File: config.mk
export PLATFORM = sky130hd
export DESIGN_NAME = iserdes_gen
export DESIGN_NICKNAME = d
export VERILOG_FILES = /design/src/rtl/iserdes_gen.sv
export SDC_FILE = /design/constraint.sdc
export NUM_CORES = 1
export LEC_CHECK = 0
export ABC_CLOCK_PERIOD_IN_PS = 1740
export CAP_MARGIN = 15
export CORE_UTILIZATION = 47
export CTS_CLUSTER_SIZE = 30
export DETAILED_ROUTE_END_ITERATION = 10
export GPL_TIMING_DRIVEN = 1
export MAX_ROUTING_LAYER = met4
export PLACE_DENSITY = 0.75
export SETUP_SLACK_MARGIN = 0.3
export SYNTH_ARGS = -nofsm -noshare
export SYNTH_HDL_FRONTEND = slang
export SYNTH_SLANG_ARGS = --single-unit
File: constraint.sdc
create_clock -name CLK -period 1.74 [get_ports CLK]
set_clock_uncertainty 0.2 [all_clocks]
set_input_delay 0.261 -clock CLK [delete_from_list [all_inputs] [get_ports CLK]]
set_output_delay 0.261 -clock CLK [all_outputs]
set_load 0.005 [all_outputs]
File: src/rtl/iserdes_gen.sv
// iserdes_gen: multi-lane serial-to-parallel deserialiser with bitslip; auto-align FSM under ISERDES_GEN_AUTOALIGN_EN.
// Latency: Q/Q_VALID register one cycle after the completing bit.
// Backpressure: none; CE paces the serial input and Q holds between Q_VALID strobes.
module iserdes_gen #(
  parameter int                    DATA_WIDTH    = 8,
  parameter int                    NUM_CH        = 1,
  parameter bit                    MSB_FIRST     = 1,
  parameter logic [DATA_WIDTH-1:0] TRAIN_PATTERN = 'h5C
) (
  input  logic                         CLK,
  input  logic                         RST,
  input  logic                         CE,
  input  logic                         BITSLIP,
  input  logic [NUM_CH-1:0]            D,
  output logic [NUM_CH*DATA_WIDTH-1:0] Q,
  output logic                         Q_VALID,
  input  logic                         ALIGN_REQ,
  output logic                         ALIGNED,
  output logic                         ALIGN_FAIL
);

  localparam int            CW   = (DATA_WIDTH > 1) ? $clog2(DATA_WIDTH) : 1;
  localparam logic [CW-1:0] LAST = CW'(DATA_WIDTH - 1);

  logic [NUM_CH*DATA_WIDTH-1:0] sr;
  logic [NUM_CH*DATA_WIDTH-1:0] sr_nxt;
  logic [CW-1:0]                cnt;
  logic                         slip_req;
  logic                         word_done;

  always_comb begin
    sr_nxt = sr;
    for (int c = 0; c < NUM_CH; c++) begin
      if (MSB_FIRST)
        sr_nxt[c*DATA_WIDTH +: DATA_WIDTH] = {sr[c*DATA_WIDTH +: DATA_WIDTH-1], D[c]};
      else
        sr_nxt[c*DATA_WIDTH +: DATA_WIDTH] = {D[c], sr[c*DATA_WIDTH+1 +: DATA_WIDTH-1]};
    end
  end

  // A slip still shifts the bit in; holding the counter pushes the boundary one bit later.
  assign word_done = CE & ~slip_req & (cnt == LAST);

  always_ff @(posedge CLK or posedge RST) begin
    if (RST) begin
      sr      <= '0;
      cnt     <= '0;
      Q       <= '0;
      Q_VALID <= 1'b0;
    end else begin
      Q_VALID <= word_done;
      if (CE) begin
        sr <= sr_nxt;
        if (!slip_req)
          cnt <= (cnt == LAST) ? '0 : cnt + CW'(1);
        if (word_done)
          Q <= sr_nxt;
      end
    end
  end

`ifdef ISERDES_GEN_AUTOALIGN_EN
  typedef enum logic [2:0] {
    ST_IDLE, ST_CHECK, ST_SLIP, ST_WAIT, ST_LOCKED, ST_FAIL
  } state_t;

  state_t      state;
  logic [CW:0] slip_cnt;
  logic        disc_cnt;
  logic        manual_ok;

  // Manual slips would corrupt the search, so they are locked out while it runs.
  assign manual_ok = (state != ST_CHECK) && (state != ST_SLIP) && (state != ST_WAIT);
  assign slip_req  = (BITSLIP & manual_ok) | (state == ST_SLIP);

  always_ff @(posedge CLK or posedge RST) begin
    if (RST) begin
      state      <= ST_IDLE;
      slip_cnt   <= '0;
      disc_cnt   <= 1'b0;
      ALIGNED    <= 1'b0;
      ALIGN_FAIL <= 1'b0;
    end else if (ALIGN_REQ) begin
      state      <= ST_CHECK;
      slip_cnt   <= '0;
      disc_cnt   <= 1'b0;
      ALIGNED    <= 1'b0;
      ALIGN_FAIL <= 1'b0;
    end else begin
      case (state)
        ST_CHECK: if (Q_VALID) begin
          if (Q[DATA_WIDTH-1:0] == TRAIN_PATTERN) begin
            state   <= ST_LOCKED;
            ALIGNED <= 1'b1;
          end else if (slip_cnt == (CW+1)'(DATA_WIDTH)) begin
            state      <= ST_FAIL;
            ALIGN_FAIL <= 1'b1;
          end else begin
            state <= ST_SLIP;
          end
        end
        ST_SLIP: if (CE) begin
          slip_cnt <= slip_cnt + (CW+1)'(1);
          disc_cnt <= 1'b0;
          state    <= ST_WAIT;
        end
        // Two words are dropped so the compared word is fully past the slip.
        ST_WAIT: if (Q_VALID) begin
          if (disc_cnt)
            state <= ST_CHECK;
          else
            disc_cnt <= 1'b1;
        end
        default: state <= state;
      endcase
    end
  end
`else
  logic unused_align_req;
  assign unused_align_req = ALIGN_REQ;
  assign slip_req         = BITSLIP;
  assign ALIGNED          = 1'b0;
  assign ALIGN_FAIL       = 1'b0;
`endif

endmodule

==> metrics.yaml, run 1 <==
critical_path:
  path_class: "flop to flop"
  crit_fanout: 5
  worstPathArrival_ns: 1.54
  start_kind: "flop"
  worstSetupEndpointType: "flop"
  reg2reg_slack_ns: 0.20
  critPathRequiredTime_ns: 1.74
cells_and_area:
  final_common_cell: "dfrtp_1"
  utilization_pct: 70.8
  area_growth_pct: 37.5
  nFillCells: 112
  drive_gt1_share_pct: 48.7
  antenna_cells: 0
  layout_common_cells: "19 x dfrtp_1, 11 x buf_4, 10 x mux2_2"
  fin_nets: 85
detailed_routing:
  drt_iter0_drc: 3
  drt-pass1-iter-count: 3
  ant_nets: 0
  route.met2.wl_microns: 646
  dr.max_layer_used: "met4"
  drt-met1-wl_microns: 605
  wl_met3_microns: 56
  routed_via_density: 5.04
  wl_microns: 1330
  wl_per_cell_microns: 14.5
  post-route-drc-count: 0
  vias: 464
clock_tree:
  ctsLongestPathBuffers: 2
  htreeDepth: 1
  insertion_delay_ns: 0.30
  clock_sinks: 19
  numCtsBuffers: 3
  root_buffer: "clkbuf_4"
  clkTransAtPathRegs_ns: 0.11
  cts_tree: "built"
sta:
  hold_violations: 0
  fin_crit_ns: 1.54
  setup_viol: 0
  hold_ws_ns: 0.0707
  rsz0062_at_grt: "yes"
  max_freq_mhz: 649
  finalSetupTns_ns: 0
  drv_slew: 0
  fin_crit_sh_pct: 88.5
floorplanning:
  die_y_microns: 42.9
  die-area_sq_um: 1840
  num_rows: 14
  fp.dieW_microns: 42.9
  core_area_sq_um: 1520
  start_util_pct: 51.5
  io_pins: 17
job:
  maxCapViolations: 0
synth:
  synth_warnings: 0
  yosysUniqueCellTypes: 11
  yosysSeqAreaShare_pct: 60.6
  netlist_instances: 49
  synth.avg_cell_area_sq_um: 16.0
  synth_seq_cells: 19
  syn_area_sq_um: 785
pwr:
  p_sw_uw: 413
  p_int_uw: 1120
  clkPwrFrac_pct: 14.8
  vdd_ir_drop_max_mv: 0.796
  p_total_uw: 1540
  power_density_nw_per_um2: 1420
  p_comb_share_pct: 39.5
  p_seq_share_pct: 45.6
  p_leak_uw: 0.000591
  swShare_pct: 26.9
grt:
  grt_pass1_wl_microns: 2120
  first_global_vias: 479
  grtUsageTotal_pct: 16.3
  grt_start_max_net_pins: 20
  antenna_found_initial: 0
  grt_overflow: 0
placed_design:
  io_buffers: 13
  gp_congestion: 0.635
hold_path:
  hp-class: "input port to async pin"
status:
  status: "complete, no violations"
## logic make-up after synthesis
logic type,after synthesis,share of synthesized area (%)
AND/OR/NAND/NOR,4,5.58
buffers and inverters,5,4.31
flip-flops,19,60.6
other,1,0.478
adder cells (fa/ha/maj),2,3.19
multiplexers,18,25.8
## what timing repair did
action,CTS,global route
gates resized for setup,10,2
pin swaps,1,1
endpoints found under the setup margin,17,21
hold buffers,0,0
gates cloned,1,0
setup buffers,6,2
## layout make-up
cell class	instances	area (sq um)	share of cell area, %
flip-flops and latches	19	475	44.1
multi-input cells	27	344	31.9
inverters	2	7.51	0.696
clock buffers	4	26.3	2.44
repair buffers	24	205	19.0
well taps	16	20.0	1.86
## worst paths after layout
path                               startpoint                end  cells after the start
hold reg to reg             sr[6]$_DFFE_PP0P_   Q[7]$_DFFE_PP0P_                      1
setup / recovery           cnt[1]$_DFFE_PP0N_   Q[2]$_DFFE_PP0P_                      4
min in group CLK                           CE  Q_VALID$_DFF_PP0_                      3
max in group asynchronous                 RST  sr[1]$_DFFE_PP0P_                      3
hold / removal                            RST   Q[7]$_DFFE_PP0P_                      3
setup reg to reg           cnt[1]$_DFFE_PP0N_   Q[2]$_DFFE_PP0P_                      4
## cells in the mapped netlist
| cell | count | area [sq um] |
|---|---|---|
| conb_1 | 1 | 3.75 |
| buf_6 | 1 | 11.3 |
| dfrtp_1 | 19 | 475 |
| nor2b_1 | 1 | 6.26 |
| ha_1 | 2 | 25.0 |
| nand3b_4 | 1 | 20.0 |
| nor2_1 | 1 | 3.75 |
| buf_4 | 2 | 15.0 |
| mux2_2 | 18 | 203 |
| nor2b_4 | 1 | 13.8 |
| inv_1 | 2 | 7.51 |
## sequential cells by signal (all words and copies together) (netlist names)
signal,flops
Q,8
cnt,3
sr,7
Q_VALID,1
## worst max-delay path, cell delays in order (launching register included)
cell and delay (ns):
dfrtp_1 0.41, ha_2 0.20, ha_4 0.18, nand3b_4 0.13, mux2_4 0.31
## power by group through the flow
stage / Combinational (uW) / Sequential (uW) / Clock (uW)
2_1_floorplan: 310 / 704 / 0
3_3_place_gp: 516 / 708 / 0
3_5_place_dp: 536 / 717 / 0
4_1_cts: 581 / 699 / 221
5_1_grt: 675 / 719 / 247
6_report: 607 / 701 / 228
## stage by stage
stage / cell area, sq um / instances / worst slack, ns
3_5_place_dp: 980 / 79 / 0.0456
2_1_floorplan: 833 / 50 / 0.247
4_1_cts: 1060 / 90 / 0.198
3_3_place_gp: 980 / 79 / 0.0623
5_1_grt: 1080 / 92 / 0.168
6_report: 1080 / 92 / 0.200
## layer usage
metal	track usage [%]	vias to the layer above
met1	22.2	233
met3	2.55	3
met2	24.8	12
met4	5.63	0
met5	-	-
li1	-	216
(Power assumes the default switching activity.)
==> run 2, diff against run 1 <==
Settings changed: CTS_CLUSTER_DIAMETER set to 150, PLACE_DENSITY 0.75 to unset, PLACE_DENSITY_LB_ADDON set to 0.08.
==> run 2 against run 1 <==
Effect of this change:
- first-iteration DRC count down 33%
- total power up 4.8%
- critical path depth unchanged
- non-clock buffer count up 5
- highest routed layer unchanged
- sequential power about the same
- via count up 5.0%
- die area unchanged
- worst hold slack better by 0.021 ns
==> metrics.yaml, run 2 (synthesis gave the netlist of run 1 again) <==
cells_and_area:
  biggestRegsByFlops: "Q: 8 flops, sr: 7 flops, cnt: 3 flops"
  antenna_cells: 0  # unchanged
  fin_nets: 90  # +5.9%
  regMostFlops: "Q"
  final_common_cell: "dfrtp_1"
  stdcell_count: 97  # +5.4%
  area_growth_pct: 42.6
  layout_common_cells: "19 x dfrtp_1, 16 x buf_4, 10 x mux2_2"
  largest_register_ffs: 8  # unchanged
  drive_gt1_share_pct: 51.9  # +3.2 points
sta:
  setup_viol: 0  # unchanged
  fin_crit_ns: 1.53  # -0.00751 ns
  hold_violations: 0  # unchanged
  rsz0062_at_grt: "yes"
  hold_ws_ns: 0.0918  # +0.0211 ns
  fin_crit_sh_pct: 88.1  # -0.43 points
  fin_ws_ns: 0.207  # +0.00751 ns
  finalSetupTns_ns: 0  # unchanged
  max_freq_mhz: 653  # +0.49%
  drv_slew: 0  # unchanged
clock_tree:
  root_buffer: "clkbuf_4"
  ctsHoldBuffers: 0  # unchanged
  insertion_delay_ns: 0.29  # about the same
  ctsLongestPathBuffers: 2  # unchanged
  cts_tree: "built"
  clock_sinks: 19  # unchanged
  clkTransAtPathRegs_ns: 0.10  # about the same
  numCtsBuffers: 3  # unchanged
  htreeDepth: 1  # unchanged
critical_path:
  rr_endpoint: "Q[0]$_DFFE_PP0P_"
  worstSetupEndpointType: "flop"
  cp.depth: 4  # unchanged
  reg2regPathDepth: 4  # unchanged
  crit_chain: "ha_2 > ha_4 > nand3b_4 > mux2_4"
  reg2reg_slack_ns: 0.21  # about the same
  crit_end: "Q[0]$_DFFE_PP0P_"
  critPathSlowestCell: "dfrtp_1"
  path_class: "flop to flop"
  crit_fanout: 5  # unchanged
  critPathTopFamily: "flip-flops"
  start_kind: "flop"
  critPathRequiredTime_ns: 1.72  # -0.02 ns
  crit_path_start: "cnt[1]$_DFFE_PP0N_"
  worstPathArrival_ns: 1.51  # -0.03 ns
  slowest_delay_ns: 0.40  # about the same
  path_buf_inv: 0  # unchanged
  reg2reg_from: "cnt[1]$_DFFE_PP0N_"
detailed_routing:
  vias: 487  # +5.0%
  wl_per_cell_microns: 13.7  # -5.4%
  drt-pass1-iter-count: 2  # -1
  routed_via_density: 5.02  # -0.45%
  post-route-drc-count: 0  # unchanged
  ant_nets: 0  # unchanged
  wl_microns: 1330  # -0.30%
  drt_iter0_drc: 2  # -1
grt:
  antenna_found_initial: 0  # unchanged
  grt_overflow: 0  # unchanged
  grt_start_max_net_pins: 20  # unchanged
  grt_pass1_wl_microns: 2200  # +3.9%
  first_global_vias: 485  # +1.3%
  grtUsageTotal_pct: 17.7  # +1.4 points
floorplanning:
  fp.dieW_microns: 42.9  # unchanged
  core_area_sq_um: 1520  # unchanged
  num_rows: 14  # unchanged
  io_pins: 17  # unchanged
  die-area_sq_um: 1840  # unchanged
  start_util_pct: 51.5  # unchanged
  die_y_microns: 42.9  # unchanged
placed_design:
  gp_congestion: 0.636  # +0.13%
  placed_cells: 79  # unchanged
  pre_cts_slack_ns: 0.0541  # +0.00850 ns
  place_hpwl_microns: 754
  io_buffers: 13  # unchanged
pwr:
  p_total_uw: 1610  # +4.8%
  power_density_nw_per_um2: 1440  # +1.0%
  vdd_ir_drop_max_mv: 0.831  # +4.4%
  p_leak_uw: 0.000613  # +3.6%
job:
  maxCapViolations: 0  # unchanged
status:
  status: "complete, no violations"
hold_path:
  hp-class: "input port to async pin"
==> run 2: changes by cell type in the layout (fill, tap and decap cells not counted) <==
cell	before	now
dlygate4sd2_1	8	6
buf_4	11	16
clkdlybuf4s15_1	1	3
==> run 2: layout make-up <==
class / instances / area, sq um
fill: 107 / 405
multi-input combinational: 27 / 344
sequential: 19 / 475
inverter: 2 / 7.51
tap: 16 / 20.0
clock buffer: 4 / 26.3
timing repair buffer: 29 / 245
==> run 2: how the worst min path moves through the flow <==
| stage | start | to | slack [ns] | cells after the start |
|---|---|---|---|---|
| after floorplan | RST | Q[0]$_DFFE_PP0P_ | 0.01 | 1 |
| after global placement | sr[6]$_DFFE_PP0P_ | Q[7]$_DFFE_PP0P_ | 0.29 | 1 |
| final | RST | sr[6]$_DFFE_PP0P_ | 0.09 | 3 |
| after CTS | RST | cnt[2]$_DFFE_PP0N_ | 0.1 | 3 |
| after detailed placement | sr[6]$_DFFE_PP0P_ | Q[7]$_DFFE_PP0P_ | 0.29 | 1 |
| after global routing | RST | Q[5]$_DFFE_PP0P_ | 0.11 | 3 |
==> run 2: routing by layer <==
metal / global-route usage [%] / vias up / routed length [microns]
met5: - / - / 0
met3: 3.83 / 2 / 53
li1: - / 228 / -
met4: 7.50 / 0 / 14
met2: 29.7 / 14 / 699
met1: 20.2 / 243 / 559
==> run 2: power by group <==
| group | leakage [uW] | switching (uW) | internal, uW | total (uW) |
|---|---|---|---|---|
| Clock | 0.0000150 | 123 | 89.1 | 212 |
| Combinational | 0.000364 | 200 | 499 | 699 |
| Sequential | 0.000234 | 94.9 | 603 | 698 |
==> run 2: repair_timing <==
item	4_1_cts	5_1_grt
setup buffers	6	7
pin swaps	1	1
resized for setup	10	4
gates cloned	1	0
endpoints found under the setup margin	17	25
==> run 2: stage by stage <==
step           cell area [sq um]  util [%]
2_1_floorplan                833         -
3_3_place_gp                 980      64.3
3_5_place_dp                 980      64.3
4_1_cts                     1060      69.5
5_1_grt                     1120      73.4
6_report                    1120      73.4
==> run 2: worst min-delay path, stage by stage <==
cell and delay (ns):
clkdlybuf4s50_1 0.40, inv_1 0.05, buf_4 0.25
